[src/rtl/regfile_scoreboard.sv]
// Register file with a per-register busy scoreboard, PC-relative read slot and
// optional same-cycle write-to-read forwarding.
module regfile_scoreboard #(
  parameter int DATA_W   = 32,
  parameter int NUM_REGS = 16,
  parameter int PC_REG   = 15,
  parameter int BYPASS   = 1,
  localparam int ADDR_W  = $clog2(NUM_REGS)
) (
  input  logic              clk,
  input  logic              reset,
  input  logic [ADDR_W-1:0] readAddr1,
  input  logic [ADDR_W-1:0] readAddr2,
  output logic [DATA_W-1:0] readData1,
  output logic [DATA_W-1:0] readData2,
  output logic              readBusy1,
  output logic              readBusy2,
  input  logic [DATA_W-1:0] pc_plus8,
  input  logic              writeEnable,
  input  logic [ADDR_W-1:0] writeAddr,
  input  logic [DATA_W-1:0] writeData,
  input  logic              issueValid,
  input  logic [ADDR_W-1:0] issueAddr,
  output logic              issueReady,
  output logic [ADDR_W:0]   busyCount
);

  localparam logic [ADDR_W:0]   NUM_REGS_W = (ADDR_W+1)'(NUM_REGS);
  localparam logic [ADDR_W-1:0] PC_ADDR    = ADDR_W'(PC_REG);
  localparam logic [ADDR_W:0]   MAX_COUNT  = (ADDR_W+1)'(NUM_REGS - 1);

  logic [DATA_W-1:0]   regs [NUM_REGS];
  logic [NUM_REGS-1:0] busy;
  logic [NUM_REGS-1:0] busy_next;
  logic [ADDR_W:0]     count_next;

  logic write_active;
  logic write_in_range;
  logic write_commit;
  logic issue_accept;

  function automatic logic in_range(input logic [ADDR_W-1:0] addr);
    return {1'b0, addr} < NUM_REGS_W;
  endfunction

  // Bypass only applies while out of reset; flop D paths never see reset.
  function automatic logic bypass_hit(input logic [ADDR_W-1:0] addr);
    return (BYPASS != 0) && write_active && (writeAddr == addr) && (addr != PC_ADDR);
  endfunction

  function automatic logic [DATA_W-1:0] read_port(input logic [ADDR_W-1:0] addr);
    if (addr == PC_ADDR)
      return pc_plus8;
    else if (!in_range(addr))
      return '0;
    else if (bypass_hit(addr))
      return writeData;
    else
      return regs[addr];
  endfunction

  function automatic logic read_busy(input logic [ADDR_W-1:0] addr);
    if (!in_range(addr) || bypass_hit(addr))
      return 1'b0;
    else
      return busy[addr];
  endfunction

  assign write_active   = writeEnable & ~reset;
  assign write_in_range = writeEnable & in_range(writeAddr);
  assign write_commit   = write_in_range & (writeAddr != PC_ADDR);

  // A write landing on the issued register frees it in the same cycle.
  assign issue_accept = issueValid & in_range(issueAddr) & (issueAddr != PC_ADDR)
                      & (~busy[issueAddr] | (writeEnable & (writeAddr == issueAddr)));
  assign issueReady   = issue_accept & ~reset;

  assign readData1 = read_port(readAddr1);
  assign readData2 = read_port(readAddr2);
  assign readBusy1 = read_busy(readAddr1);
  assign readBusy2 = read_busy(readAddr2);

  // Issue is applied after the write clear so it wins on a shared address.
  always_comb begin
    busy_next = busy;
    if (write_in_range)
      busy_next[writeAddr] = 1'b0;
    if (issue_accept)
      busy_next[issueAddr] = 1'b1;
  end

  always_comb begin
    count_next = '0;
    for (int i = 0; i < NUM_REGS; i++)
      count_next = count_next + {{ADDR_W{1'b0}}, busy_next[i]};
    if (count_next > MAX_COUNT)
      count_next = MAX_COUNT;
  end

  always_ff @(posedge clk or posedge reset) begin
    if (reset) begin
      for (int i = 0; i < NUM_REGS; i++)
        regs[i] <= '0;
      busy      <= '0;
      busyCount <= '0;
    end else begin
      if (write_commit)
        regs[writeAddr] <= writeData;
      busy      <= busy_next;
      busyCount <= count_next;
    end
  end

endmodule

[config.mk]
export PLATFORM = sky130hd
export DESIGN_NAME = regfile_scoreboard
export DESIGN_NICKNAME = d
export VERILOG_FILES = /design/src/rtl/regfile_scoreboard.sv
export SDC_FILE = /design/constraint.sdc
export NUM_CORES = 1
export LEC_CHECK = 0
export BUFFER_PORTS_ARGS = -buffer_cell sky130_fd_sc_hd__buf_2
export CORE_MARGIN = 2
export CORE_UTILIZATION = 41
export DETAILED_ROUTE_END_ITERATION = 10
export PLACE_DENSITY = 0.56
export SLEW_MARGIN = 30
export SYNTH_ARGS = -nofsm -noshare
export SYNTH_HDL_FRONTEND = slang
export SYNTH_SLANG_ARGS = --single-unit
export TNS_END_PERCENT = 10
[constraint.sdc]
create_clock -name clk -period 30.3 [get_ports clk]
set_input_delay 1.515 -clock clk [delete_from_list [all_inputs] [get_ports clk]]
set_output_delay 1.515 -clock clk [all_outputs]
set_load 0.05 [all_outputs]
======== Word level (Yosys, flattened, before mapping) ========
Cells that the tools add are included.
Widths: inputs -> output; s select.
word-level totals
  input bits .............................. 84
  flip-flop bits (word level) ............. 533
  logic and storage cells ................. 103
operators by class
  reductions and logical operators ........ 7
  magnitude comparators ................... 11
  bitwise logic cells ..................... 15
  muxes and demuxes ....................... 28
  equality and inequality tests ........... 9
  add/subtract/negate cells ............... 15
operator list
  kind                count
  $bwmux 512          1
  $mux 32             9
  $bmux 32 s4         2
  $demux 32 s4        1
  $add 5x1->5         11
  $mux 16             2
  $lt 4x5->1 const B  4
  $and 16x16->16      1
  $ne 4x4->1 const B  4
  $not 16->16         1
  $or 16x16->16       1
  $ge 5x5->1 const B  3
  $not 4->5           3
  $bmux 1 s4          3
  $eq 4x4->1          3
  $demux 1 s4         2
  $eq 4x4->1 const B  2
  $ge 4x1->1 const B  2
  $logic_and 1x1->1   7
  $mux 1              7
  $and 1x1->1         6
  $add 4x1->5         1
  $gt 5x4->1 const B  1
  $lt 5x1->1 const B  1
  6 further kinds     7

======== Logic depth before layout (Yosys ltp) ========
Gate-level depths: netlist (run 1).
  depth after elaboration ................. 26
  mapped depth ............................ 19
  mapped depth without buffers ............ 16

======== Worst setup path before layout (run 1) ========
OpenSTA, ideal clock, no wires.
  path type ............................... input -> output
  start point ............................. input port reset
  end point ............................... output port issueReady
  data arrival time ....................... 14158 ps
  cell stages on the path ................. 3
  path buffers ............................ 0
  setup slack ............................. 14627 ps
  cell sequence ........................... inv_1 > nand3_1 > a21oi_1
on the way
  word-level cells in the longest chain between the ends .. 2
RTL lines
  item         line  text
  from (decl)  11    input logic reset,
  $not 1->1    76    assign issueReady = issue_accept & ~reset;
  $and 1x1->1  76
  to (decl)    24    output logic issueReady,
Every way passes these cells.

======== Worst setup path after layout (run 1) ========
  start point ............................. input port readAddr2[3]
  end point ............................... output port readData2[29]
on the way
  word-level cells in the longest chain between the ends .. 6
  elaborated cells on any way between the ends .. 11
  classes of those cells .................. eq/ne: 3; mux: 5; bitwise: 1; reduce/logical: 2
RTL lines
  item                                        line  text
  from (decl)                                 13    input logic [ADDR_W-1:0] readAddr2,
  $not 4->5 (not written as such)             59    return regs[addr];
  $bmux 32 s4                                 59
  $mux 32 (not written as such) (2 in a row)  59
  $mux 32                                     56    else if (bypass_hit(addr))
  $mux 32 *                                   52    if (addr == PC_ADDR)
  to (decl)                                   15    output logic [DATA_W-1:0] readData2,
Mark *: on every way between the ends. The rest lies on a longest branch, timed or not. The select of a mux whose other input is x is not followed.

==> results.md, run 1 <==
- Status: finished, final reports clean
- Relative slew slack: 0.400
- Main synth FF type: dfrtp_1
- Worst path cell trace: buf_2 > and2_4 > and3_4 > or3_2 > buf_4 > o221a_1 > buf_2
- Hold depth: 0
- CTS sink cnt: 533
- CTS root buf: clkbuf_16
- Crit path top cell by count: buf_2
- Die W: ~270 um
- CTS Buf Count: 61
- Total Routing Usage GR: 0.238
- Total core area: 71100 um^2
- Most frequent cells in the layout: 533 x dfrtp_1, 427 x mux2_2, 271 x mux4_2, 151 x buf_2, 124 x a22oi_1
- Clk_lat worst skew: just over 0.6 ns
- CTS Hold Bufs: 0
- Setup crit end kind: output port
- Post_cts resized: 0
- Post-route non-filler standard cell count: 3018
- Setup Skew: 0.00236 ns
- FF+latch area: 13300 um^2
- Crit path buffers/inverters: 3
- Crit start category: input pin
- Initial Utilization: 0.412
- GRT overflow: 0
- Drt wl/cell: 28.7 um
- Row count: 98
- Hold Vio Cnt, Final: 0
- H-tree depth: 2
- DR vias: roughly 19000
- Slowest CP cell: and3_4
- P&R area growth vs syn: 11.9%
- DRC Markers: 0
- CTS tree: yes
- Asr flop ratio synth: 1.00
- Fillcell total: 6371
- Clk pin slew, worst setup/hold paths: 0.06 ns
- YS warnings: 0
- Dpl hpwl: 48500 um
- First-pass GRT wire length: 132000 um
- Routability cong.: about 0.88
- Fmax: roughly 0.16 GHz
- Worst EP required: 28.79 ns
- WL final: 86600 um
- Multi-input combinational cell area: 15000 um^2
- Tmin final: 6.32 ns
- Post-synth EDFFs: 0
- RSZ-0062 raised after global routing: no
- Post-synthesis cell count: about 2000
- Initial antenna violation count: 4
- Worst slew pin tran: 0.900 ns
- Cell family with most CP delay: simple AND/OR/NAND/NOR gates
- Post-CTS Setup Bufs: 0
- Vias per inst: 6.18
- Final setup violation count: 0
- Mapped Avg Cell Area: 14.7 um^2
- DRT Pass-1 Iters: 5
- Max Cap Violations: 0
- Crit path largest cell delay: ~0.78 ns
- Largest net degree at the start of global routing: between 100 and 150
- Vias in the first global route: ~20000
- CP Data Arrival Time: 4.80 ns
- Port bufs: between 150 and 200
- Pins Over Slew Limit: 0
- Die area: approximately 74000 um^2
- Max Buffers Root-to-Sink: 3
- Post-synthesis sequential area ratio: 0.455
- FF+latch count, synth: 533
- DRT iter0 DRCs: 1334
- Final nets: 2125
- DP Cell Count: 2913
- Post-Syn Nets: roughly 2100
- Commonest non-fill, non-tap cell in the layout: dfrtp_1
- Layout cell share with drive strength beyond 1: 0.493
- Max FO, Critical Path: 34
- Worst min path class: flip-flop to flip-flop
- R2R Setup Slk: around 25 ns
- Worst vdd ir: 52.1 uV
- Crit Path Category: input pin to output port
- Top-level port count: 156
- Cell area after synthesis: 29300 um^2
- Tcrit/Tclk final: 0.208
- Critical Path Stages: 7
- DP Worst Slack: between 20 and 25 ns
- Setup WS post-layout: 23.98 ns
- Setup tns final: 0 ns
- Worst reg2reg path depth: 13
- P_leak: 13.6 nW
- Pwr/cell area: approximately 75 nW/um^2
- Post-synth cell types: between 50 and 60
- Routed Antenna Nets: 0
- Die Y: about 270 um
[kinds of logic (layout without fill, tap and decap cells)]
| group | Yosys count | count (layout) | share of synthesized area |
|---|---|---|---|
| flip-flops | 533 | 533 | 0.455 |
| AND/OR/NAND/NOR | 202 | 202 | 0.0352 |
| adder cells (fa/ha/maj) | 15 | 15 | 0.00897 |
| buffers and inverters | 251 | 318 | 0.0383 |
| multiplexers | 745 | 745 | 0.391 |
| XOR/XNOR | 12 | 12 | 0.00359 |
| AO/OA/AOI/OAI | 240 | 240 | 0.0680 |
| other | 1 | 3 | 0.000128 |
[path summary, 6_finish.rpt]
path,startpoint,end
setup / recovery,readAddr2[3],readData2[29]
hold / removal,regs[6]$_DFFE_PP0P_,regs[6]$_DFFE_PP0P_
setup reg to reg,busy[3]$_DFF_PP0_,busyCount[3]$_DFF_PP0_
hold reg to reg,regs[6]$_DFFE_PP0P_,regs[6]$_DFFE_PP0P_
max in group asynchronous,reset,regs[40]$_DFFE_PP0P_
min in group asynchronous,reset,regs[444]$_DFFE_PP0P_
[power breakdown]
part | internal, mW | total, mW | leakage, nW | switching, mW
Clock | 0.448 | 0.744 | 0.990 | 0.296
Combinational | 0.373 | 0.725 | 6.00 | 0.351
Sequential | 0.875 | 0.988 | 6.59 | 0.113
Total | 1.70 | 2.46 | 13.6 | 0.761
[through the flow]
stage	instance area [um^2]	total power, mW	util	hold WS [ns]
CTS	32700	2.48	0.460	0.396
floorplan	29300	1.55	-	0.440
global route	32800	2.60	0.461	0.404
finish	32800	2.46	0.461	0.392
detailed placement	30700	1.73	0.432	0.383
global placement	30700	1.70	0.432	0.375
[layer usage]
metal	vias up	global-route usage	routed length [um]
met1	10101	0.315	36000
met3	130	0.0405	4780
met2	600	0.404	43500
li1	7811	-	-
met4	2	0.0698	2290
met5	-	0	12
[final cells by class]
type,instances,area share
antenna,2,0.000153
clock buffer,91,0.0562
clock inverter,12,0.00508
inverter,17,0.00218
multi-input combinational,1215,0.458
sequential,533,0.407
tap,950,0.0363
timing repair buffer,198,0.0355
[Yosys cell counts (all sizes together), types with 2 or more instances]
cell type    n  area share
dfrtp      533        0.46
mux2       474        0.18
mux4       271        0.21
clkbuf     128       0.016
a22oi      124       0.032
buf        106       0.020
nand2       83       0.011
nand2b      61       0.013
o221a       51       0.020
and2        17      0.0037
inv         17      0.0022
o21ai       17      0.0029
nor2        13      0.0017
a221o       11      0.0038
fa          10      0.0068
o31ai       10      0.0026
xnor2        9      0.0027
nand3        7      0.0012
ha           5      0.0021
nand3b       5      0.0013
a21boi       4      0.0010
a22o         4      0.0012
and3         4      0.0010
nor2b        4     0.00085
o41ai        4      0.0012
a21oi        3     0.00051
o31a         3     0.00090
xor2         3     0.00090
a21o         2     0.00051
nor3         2     0.00034
o221ai       2     0.00060
[registers in the layout (all words and copies together) (netlist names)]
register   count
busy          16
busyCount      5
regs         512
Note: power is estimated with default switching activity, not from simulation.
==> run 2: changes to the inputs <==
--- a/config.mk
+++ b/config.mk
@@ -9,7 +9,7 @@
 export CORE_MARGIN = 2
 export CORE_UTILIZATION = 41
 export DETAILED_ROUTE_END_ITERATION = 10
-export PLACE_DENSITY = 0.56
+export PLACE_DENSITY = 0.58
 export SLEW_MARGIN = 30
 export SYNTH_ARGS = -nofsm -noshare
 export SYNTH_HDL_FRONTEND = slang
==> constraint.sdc (replaced) <==
create_clock -name clk -period 5.71 [get_ports clk]
set_input_delay 0.2855 -clock clk [delete_from_list [all_inputs] [get_ports clk]]
set_output_delay 0.2855 -clock clk [all_outputs]
set_load 0.05 [all_outputs]
==> results.md, run 2 (synthesis gave the netlist of run 1 again) <==
- Max Buffers Root-to-Sink: 3 (unchanged)
- Final setup violation count: 0 (unchanged)
- Crit path top cell by count: fa_1
- Die Y: 271 um (unchanged)
- Initial antenna violation count: 1 (-3)
- Clk_lat worst skew: 0.62 ns (about the same)
- Crit Path Category: flip-flop to flip-flop
- Worst EP required: 6.21 ns (-22.58 ns)
- CTS tree: yes
- Tcrit/Tclk final: 0.928
- Worst min path class: input pin to flip-flop
- Fillcell total: 6311 (-0.94%)
- Hold Vio Cnt, Final: 0 (unchanged)
- Setup crit end kind: flip-flop
- Registers with the most flip-flops: regs x512, busy x16, busyCount x5
- Dpl hpwl: 48400 um (-0.20%)
- Most frequent cells in the layout: 533 x dfrtp_1, 427 x mux2_2, 271 x mux4_2, 151 x buf_2, 124 x a22oi_1
- Layout cell share with drive strength beyond 1: 0.494 (+0.000990)
- Vias per inst: 6.19 (+0.14%)
- CTS root buf: clkbuf_16
- Pins Over Slew Limit: 0 (unchanged)
- Post_cts resized: 0 (unchanged)
- Die W: 271 um (unchanged)
- Cell family with most CP delay: adder cells
- Largest net degree at the start of global routing: 164 (+50%)
- DRC Markers: 0 (unchanged)
- DRT Pass-1 Iters: 5 (unchanged)
- CTS sink cnt: 533 (unchanged)
- WL final: 87000 um (+0.53%)
- Worst vdd ir: 230 uV (+340%)
- Pwr/cell area: 399 nW/um^2 (+430%)
- Initial Utilization: 0.412 (unchanged)
- Top-level port count: 156 (unchanged)
- WHS: 0.0716 ns (-0.320 ns)
- Design area: 32900 um^2 (+0.54%)
- DR vias: 18714 (+0.38%)
- Commonest non-fill, non-tap cell in the layout: dfrtp_1
- Setup tns final: 0 ns (unchanged)
- Crit start category: flip-flop
- Clk pin slew, worst setup/hold paths: 0.06 ns (about the same)
- Routed Antenna Nets: 0 (unchanged)
- Crit path largest cell delay: 0.65 ns (-0.13 ns)
- P_leak: 13.6 nW (+0.47%)
- Placed inst area: 30900 um^2 (+0.37%)
- Worst path cell trace: mux4_2 > a21boi_0 > o41ai_1 > fa_1 > inv_1 > fa_1 > fa_1 > inv_1 > fa_1 > ha_1 > fa_1 > or4_1 > a21o_1
- Status: finished, final reports clean
- Routability cong.: 0.827 (-6.4%)
- CP Data Arrival Time: 5.80 ns (+1.00 ns)
- RSZ-0062 raised after global routing: no
- Power, Total: 13.1 mW (+430%)
- Total core area: 71100 um^2 (unchanged)
- P&R area growth vs syn: 12.5%
- H-tree depth: 2 (unchanged)
- Max FO, Critical Path: 4 (-88%)
- Port bufs: 155 (unchanged)
- Vias in the first global route: 19943 (-0.17%)
- Reg with most FFs: regs
- Drt wl/cell: 28.8 um (+0.29%)
- Largest register FFs: 512 (unchanged)
- Final nets: 2125 (unchanged)
- DP Worst Slack: 0.221 ns (-23.33 ns)
- Row count: 98 (unchanged)
- DRT iter0 DRCs: 1314 (-1.5%)
- Total Routing Usage GR: 0.237 (-0.00114)
- Slowest CP cell: o41ai_1
- Setup WS post-layout: 0.414 ns (-23.57 ns)
- Setup Skew: 0.00729 ns (+0.00493 ns)
- CTS Buf Count: 59 (-3.3%)
- Tmin final: 5.30 ns
- GRT overflow: 0 (unchanged)
- First-pass GRT wire length: 130000 um (-1.0%)
- Relative slew slack: 0.400 (about the same)
- Crit path buffers/inverters: 2 (-1)
- Die area: 73600 um^2 (unchanged)
- Max Cap Violations: 0 (unchanged)
- Worst slew pin tran: 0.899 ns (-0.000182 ns)
- Fmax: 0.189 GHz
-- run 2: cell types whose count changed in the layout (fill, tap and decap cells not counted), moves of 4 or more --
| cell | before | now |
|---|---|---|
| buf_12 | 1 | 6 |
| buf_16 | 0 | 4 |
| clkinv_2 | 6 | 10 |
| clkbuf_8 | 20 | 15 |
| clkbuf_16 | 63 | 59 |
| buf_4 | 37 | 33 |
-- run 2: power by group --
part	internal, mW	total (mW)	switching, mW
logic	2.00	3.90	1.89
registers	4.64	5.23	0.587
clock network	2.41	4.01	1.60
total	9.06	13.1	4.08
-- run 2: worst paths after layout --
check / to / depth (start not counted) / slack (ns) / from
hold reg to reg: regs[27]$_DFFE_PP0P_ / 0 / 0.39 / regs[27]$_DFFE_PP0P_
min in group asynchronous: regs[445]$_DFFE_PP0P_ / 3 / 0.38 / reset
max in group asynchronous: regs[72]$_DFFE_PP0P_ / 5 / 3.82 / reset
setup reg to reg: busyCount[3]$_DFF_PP0_ / 13 / 0.41 / busy[3]$_DFF_PP0_
setup / recovery: busyCount[3]$_DFF_PP0_ / 13 / 0.41 / busy[3]$_DFF_PP0_
hold / removal: regs[286]$_DFFE_PP0P_ / 2 / 0.07 / writeData[30]
-- run 2: worst register-to-register path, stage by stage, from the launching register on --
cell,delay (ns)
dfrtp_1,0.40
mux4_2,0.49
a21boi_0,0.19
o41ai_1,0.65
fa_1,0.53
inv_1,0.09
fa_1,0.43
fa_1,0.51
inv_1,0.06
fa_1,0.46
ha_1,0.23
fa_1,0.49
or4_1,0.49
a21o_1,0.17
-- run 2: final cells by class --
| class | count | area, um^2 | area share |
|---|---|---|---|
| diodes | 1 | 2.50 | 0.0000760 |
| clock buffers | 87 | 1730 | 0.0526 |
| clock inverters | 22 | 313 | 0.00949 |
| inverters | 17 | 67.6 | 0.00205 |
| multi-input cells | 1215 | 15000 | 0.455 |
| flip-flops and latches | 533 | 13300 | 0.405 |
| well taps | 950 | 1190 | 0.0361 |
| repair buffers | 200 | 1300 | 0.0396 |
-- run 2: through the flow --
stage           util  instances
6_report       0.463       3025
5_1_grt        0.463       3025
4_1_cts        0.463       3023
3_5_place_dp   0.434       2913
3_3_place_gp   0.432       2909
2_1_floorplan      -       1999
-- run 2: what timing repair did --
item                                   CTS  global route
buffers inserted                         0             0
endpoints found under the hold margin   24             0
hold buffers                             1             0
-- run 2: metal layers --
layer  wire, um  up-vias  track usage
li1           -     7782            -
met1      36500    10106        0.319
met2      42700      639        0.393
met3       4890      187       0.0363
met4       2960        0       0.0829
met5          0        -            0
